[config.mk]
export PLATFORM = sky130hd
export DESIGN_NAME = uart_tx_cfg
export DESIGN_NICKNAME = d
export VERILOG_FILES = /design/src/rtl/uart_pkg.sv /design/src/rtl/uart_baud_gen.sv /design/src/rtl/uart_tx_cfg.sv
export SDC_FILE = /design/constraint.sdc
export NUM_CORES = 1
export LEC_CHECK = 0
export CAP_MARGIN = 5
export CORE_ASPECT_RATIO = 1.4
export CORE_UTILIZATION = 51
export DETAILED_ROUTE_END_ITERATION = 8
export PLACE_DENSITY = 0.86
export REMOVE_ABC_BUFFERS = 1
export SETUP_SLACK_MARGIN = 0.1
export SLEW_MARGIN = 0
export SYNTH_ARGS = -nofsm -noshare
export SYNTH_HDL_FRONTEND = slang
export SYNTH_SLANG_ARGS = --single-unit
[constraint.sdc]
create_clock -name CLK -period 1.56 [get_ports CLK]
set_input_delay 0.156 -clock CLK [delete_from_list [all_inputs] [get_ports CLK]]
set_output_delay 0.156 -clock CLK [all_outputs]
set_load 0.02 [all_outputs]
[src/rtl/uart_pkg.sv]
// Shared types, parity-mode constants and parameter helpers for the UART blocks.
package uart_pkg;

  typedef enum logic [2:0] {
    ST_IDLE,
    ST_START,
    ST_DATA,
    ST_PARITY,
    ST_STOP
  } state_t;

  localparam int unsigned PAR_NONE = 0;
  localparam int unsigned PAR_ODD  = 1;
  localparam int unsigned PAR_EVEN = 2;

  // Clock cycles per bit, truncating.
  function automatic int unsigned calc_baud_clk(input int unsigned clk_hz,
                                                input int unsigned baud);
    return clk_hz / baud;
  endfunction

  // True when the frame format and bit period are supported.
  function automatic bit params_ok(input int unsigned baud_clk,
                                   input int unsigned data_bits,
                                   input int unsigned parity,
                                   input int unsigned stop_bits);
    return (baud_clk >= 2) && (data_bits >= 5) && (data_bits <= 9) &&
           (parity <= 2) && (stop_bits >= 1) && (stop_bits <= 2);
  endfunction

endpackage

[src/rtl/uart_baud_gen.sv]
// Bit-period counter: one-cycle tick every BAUD_CLK cycles, restartable by clear.
module uart_baud_gen #(
  parameter int unsigned BAUD_CLK = 10
) (
  input  logic i_clk,
  input  logic i_rst,
  input  logic i_clr,
  output logic o_tick_c
);

  localparam int unsigned CNT_W = $clog2(BAUD_CLK);

  logic [CNT_W-1:0] r_cnt;

  assign o_tick_c = (r_cnt == CNT_W'(BAUD_CLK - 1));

  // Count 0..BAUD_CLK-1; clear restarts the period with no phase carry.
  always_ff @(posedge i_clk or posedge i_rst) begin
    if (i_rst) begin
      r_cnt <= '0;
    end else if (i_clr || o_tick_c) begin
      r_cnt <= '0;
    end else begin
      r_cnt <= r_cnt + CNT_W'(1);
    end
  end

endmodule

[src/rtl/uart_tx_cfg.sv]
// Parametrised UART transmitter: configurable data bits, parity and stop bits.
module uart_tx_cfg
  import uart_pkg::*;
#(
  parameter int unsigned CLK_PARAM = 50000000,
  parameter int unsigned BAUD_RATE = 9600,
  parameter int unsigned DATA_BITS = 8,
  parameter int unsigned PARITY    = 0,
  parameter int unsigned STOP_BITS = 1
) (
  input  logic                 CLK,
  input  logic                 RST,
  input  logic [DATA_BITS-1:0] DATA_IN,
  input  logic                 VALID,
  output logic                 READY,
  output logic                 TX,
  output logic                 BUSY,
  output logic                 DONE
);

  localparam int unsigned BAUD_CLK = calc_baud_clk(CLK_PARAM, BAUD_RATE);
  localparam int unsigned IDX_W    = $clog2(DATA_BITS);

  if (!params_ok(BAUD_CLK, DATA_BITS, PARITY, STOP_BITS)) begin : g_param_err
    $error("uart_tx_cfg: illegal parameter combination");
  end

  state_t               r_state, w_state_n;
  logic [DATA_BITS-1:0] r_shift, w_shift_n;
  logic [IDX_W-1:0]     r_idx, w_idx_n;
  logic                 r_par, w_par_n;
  logic                 r_tx, w_tx_n;
  logic                 r_busy;
  logic                 r_done, w_done_n;
  logic                 w_accept;
  logic                 w_tick;

  assign READY    = (r_state == ST_IDLE) && !RST;
  assign w_accept = VALID && READY;
  assign TX       = r_tx;
  assign BUSY     = r_busy;
  assign DONE     = r_done;

  uart_baud_gen #(
    .BAUD_CLK (BAUD_CLK)
  ) u_baud_gen (
    .i_clk    (CLK),
    .i_rst    (RST),
    .i_clr    (w_accept),
    .o_tick_c (w_tick)
  );

  // Next-state logic; w_tx_n is the line level for the following cycle.
  always_comb begin
    w_state_n = r_state;
    w_shift_n = r_shift;
    w_idx_n   = r_idx;
    w_par_n   = r_par;
    w_tx_n    = 1'b1;
    w_done_n  = 1'b0;
    unique case (r_state)
      ST_IDLE: begin
        if (w_accept) begin
          w_state_n = ST_START;
          w_shift_n = DATA_IN;
          w_idx_n   = '0;
          w_par_n   = (PARITY == PAR_EVEN) ? ^DATA_IN : ~^DATA_IN;
          w_tx_n    = 1'b0;
        end
      end
      ST_START: begin
        w_tx_n = 1'b0;
        if (w_tick) begin
          w_state_n = ST_DATA;
          w_tx_n    = r_shift[0];
        end
      end
      ST_DATA: begin
        w_tx_n = r_shift[0];
        if (w_tick) begin
          if (r_idx == IDX_W'(DATA_BITS - 1)) begin
            w_idx_n = '0;
            if (PARITY != PAR_NONE) begin
              w_state_n = ST_PARITY;
              w_tx_n    = r_par;
            end else begin
              w_state_n = ST_STOP;
              w_tx_n    = 1'b1;
            end
          end else begin
            w_idx_n   = r_idx + IDX_W'(1);
            w_shift_n = r_shift >> 1;
            w_tx_n    = r_shift[1];
          end
        end
      end
      ST_PARITY: begin
        w_tx_n = r_par;
        if (w_tick) begin
          w_state_n = ST_STOP;
          w_tx_n    = 1'b1;
        end
      end
      ST_STOP: begin
        if (w_tick) begin
          if (r_idx == IDX_W'(STOP_BITS - 1)) begin
            w_state_n = ST_IDLE;
            w_done_n  = 1'b1;
          end else begin
            w_idx_n = r_idx + IDX_W'(1);
          end
        end
      end
      default: begin
        w_state_n = ST_IDLE;
      end
    endcase
  end

  // State, datapath and registered outputs; reset forces the line idle.
  always_ff @(posedge CLK or posedge RST) begin
    if (RST) begin
      r_state <= ST_IDLE;
      r_shift <= '0;
      r_idx   <= '0;
      r_par   <= 1'b0;
      r_tx    <= 1'b1;
      r_busy  <= 1'b0;
      r_done  <= 1'b0;
    end else begin
      r_state <= w_state_n;
      r_shift <= w_shift_n;
      r_idx   <= w_idx_n;
      r_par   <= w_par_n;
      r_tx    <= w_tx_n;
      r_busy  <= (w_state_n != ST_IDLE);
      r_done  <= w_done_n;
    end
  end

endmodule

==> flow_summary.json <==
{
  "status": "finished with violations",
  "violations": "setup timing",
  "clk_path_buf_depth": 2,
  "cts_root_buffer": "clkbuf_8",
  "post-dp-hpwl_um": 2670,
  "grt_pass1_wl_um": 6750,
  "rows": 24,
  "grt_remaining_overflow": 0,
  "async_flop_share_pct": 100,
  "grt_start_max_net_pins": 32,
  "routabilityCongestion": 0.857,
  "track_usage_pct": 26.7,
  "vias": 1459,
  "synth_seq_area_share_pct": 47.4,
  "h-tree-depth": 2,
  "fmaxAchievable_ghz": 0.578,
  "synth-edff-count": 0,
  "setup_viol": 26,
  "drv_slew": 0,
  "worst_clock_skew_ps": 9.11,
  "io_pins": 15,
  "endpoint_kind": "flop",
  "viasPerCell": 5.79,
  "power_density_mw_per_mm2": 806,
  "min_path_type": "in -> async",
  "worstSetupEndpoint": "r_idx[1]",
  "max_stage_delay_ps": 410,
  "crit_path_max_fanout": 6,
  "finalInstanceArea_mm2": 0.00232,
  "dr.pass1.iters": 4,
  "ff2ff_path_depth": 6,
  "start_util_pct": 53.0,
  "p_total_mw": 1.87,
  "finalCriticalPeriod_ps": 1730,
  "clkTransAtPathRegs_ps": 70,
  "ant_nets": 0,
  "syn_avg_cell_area_um2": 10.1,
  "yosysMostFrequentCell": "dfrtp_1",
  "area_growth_pct": 41.3,
  "maxSlewHeadroom_pct": 71.7,
  "antenna_found_initial": 0,
  "crit_required_ps": 1740,
  "clkLatencyLatePin_ps": 300,
  "rsz0062_at_grt": "yes",
  "r2r_slack_ps": -170,
  "cap_violations": 0,
  "ys.flop_type": "dfrtp_1",
  "layout.nets": 227,
  "slowest_stage": "dfrtp_1",
  "hold_viol": 0,
  "reg2reg_to": "r_idx[1]",
  "drive_above_1_share_pct": 37.1,
  "wl_per_cell_um": 17.3,
  "drt_iter0_markers": 41,
  "crit_path_start_kind": "flop",
  "vdd_drop_max_mv": 0.931,
  "first_global_vias": 1478,
  "fp.coreArea_mm2": 0.00309,
  "synth_top_area_cell": "dfrtp_1",
  "drcViolationCount": 0,
  "crit_type": "reg -> reg",
  "cellLeakagePower_nw": 1.07,
  "clock_sinks": 31,
  "setup_ws_ps": -170,
  "r2r-start": "u_baud_gen.r_cnt[8]",
  "crit_chain": "nor4b_4 -> nand4bb_1 -> buf_6 -> o22ai_2 -> nand2_2 -> mux2_2",
  "diodes": 0,
  "netlist_top_cells_count": "dfrtp_1 (30), nand2_1 (16), nor2_1 (16)",
  "tightest_slew_ps": 419,
  "cts_tree": "done",
  "wirelength_um": 4360,
  "synth_area_leaders": "dfrtp_1 (46%), xnor2_1 (5.3%), mux2i_1 (4.3%), xor2_1 (4.3%), nand2_1 (3.7%)",
  "synth_area_mm2": 0.00164,
  "ys_seq_elements": 31,
  "fin_crit_sh_pct": 111,
  "syn_inst": 163,
  "port_buffers": 14,
  "die_y_um": 69.1,
  "die_w_um": 49.9,
  "cp_data_arrival_time_ps": 1910,
  "cts_buffers": 5,
  "die-area_mm2": 0.00345,
  "ys_types": 40,
  "cp-startpoint": "u_baud_gen.r_cnt[8]",
  "placed_area_mm2": 0.00199,
  "synth_top_area_share_pct": 45.8,
  "yosysWarnings": 0
}
[repair_timing]
action,CTS,global route
buffers inserted,6,3
pin swaps,21,7
cloned,2,0
setup endpoints to repair,29,31
gates resized for setup,34,14
hold buffers,0,0
[layout by cell type (no fill, tap or decap), types with 5 or more instances in the layout]
master	Yosys	layout
and3_1	7	6
buf_4	2	26
buf_6	1	7
clkbuf_8	0	5
clkdlybuf4s50_1	0	12
dfrtp_1	30	29
inv_1	5	5
mux2i_1	7	7
nand2_1	16	7
nand2_2	0	8
nand3_1	7	5
nor2_1	16	14
o21ai_1	6	8
xnor2_1	10	10
xor2_1	8	8
[worst max-delay path: cells and delay by family (launching register included)]
family / cells / cell delay, ps
and+or+nand+nor: 3 / 580
DFF: 1 / 410
muxes: 1 / 290
buffers and inverters: 1 / 170
AOI/OAI and AO/OA: 1 / 160
[power by group]
group	total, mW	leakage [nW]	internal, mW	switching [mW]
clock network	0.629	0.0402	0.310	0.320
registers	0.904	0.401	0.866	0.0379
logic	0.336	0.625	0.176	0.160
total	1.87	1.07	1.35	0.518
[sequential cells by signal, indices dropped and copies added (netlist names)]
name,flops
BUSY,1
r_state,3
r_shift,8
u_baud_gen.r_cnt,13
DONE,1
r_par,1
r_idx,3
TX,1
[how the worst min path moves through the flow]
stage | from | end | cells past startpoint
floorplan | VALID | u_baud_gen.r_cnt[2] | 1
global placement | r_shift[7] | r_shift[7] | 2
detailed placement | r_par | r_par | 2
CTS | RST | r_shift[0] | 3
global route | RST | u_baud_gen.r_cnt[1] | 3
finish | RST | r_shift[0] | 3
[cell families (layout without fill, tap and decap cells)]
family | after synthesis | in the layout | share of synthesized area, %
buffers and inverters | 12 | 61 | 3.81
DFF | 31 | 31 | 47.4
and+or+nand+nor | 64 | 64 | 21.0
adders and majority gates | 4 | 4 | 3.05
muxes | 9 | 9 | 5.64
xor gates and xnor gates | 18 | 18 | 9.61
AOI/OAI and AO/OA | 25 | 26 | 9.54
[per-layer routing]
layer / vias to the layer above / wire (um) / global-route usage, %
li1: 666 / - / -
met1: 722 / 1630 / 28.7
met2: 55 / 2380 / 45.6
met3: 16 / 215 / 8.61
met4: 0 / 142 / 13.0
met5: - / 0 / 0
[layout make-up]
type / count / area, um^2
Multi-Input combinational cell: 121 / 928
Sequential cell: 31 / 778
Fill cell: 190 / 774
Timing Repair Buffer: 48 / 455
Clock buffer: 5 / 68.8
Tap cell: 39 / 48.8
Clock inverter: 3 / 20.0
Inverter: 5 / 18.8
[stage by stage]
| stage | TNS (ps) | hold slack (ps) | worst slack (ps) | std cells | utilization (%) |
|---|---|---|---|---|---|
| final | -2020 | 397 | -170 | 252 | 75.0 |
| after global routing | -3560 | 453 | -235 | 252 | 75.0 |
| after CTS | -1240 | 403 | -113 | 249 | 72.6 |
| after detailed placement | -4230 | 476 | -348 | 235 | 64.4 |
| after global placement | -2830 | 465 | -238 | 235 | 64.4 |
| after floorplan | -5340 | 238 | -339 | 156 | - |
Note: power is estimated with default switching activity, not from simulation.
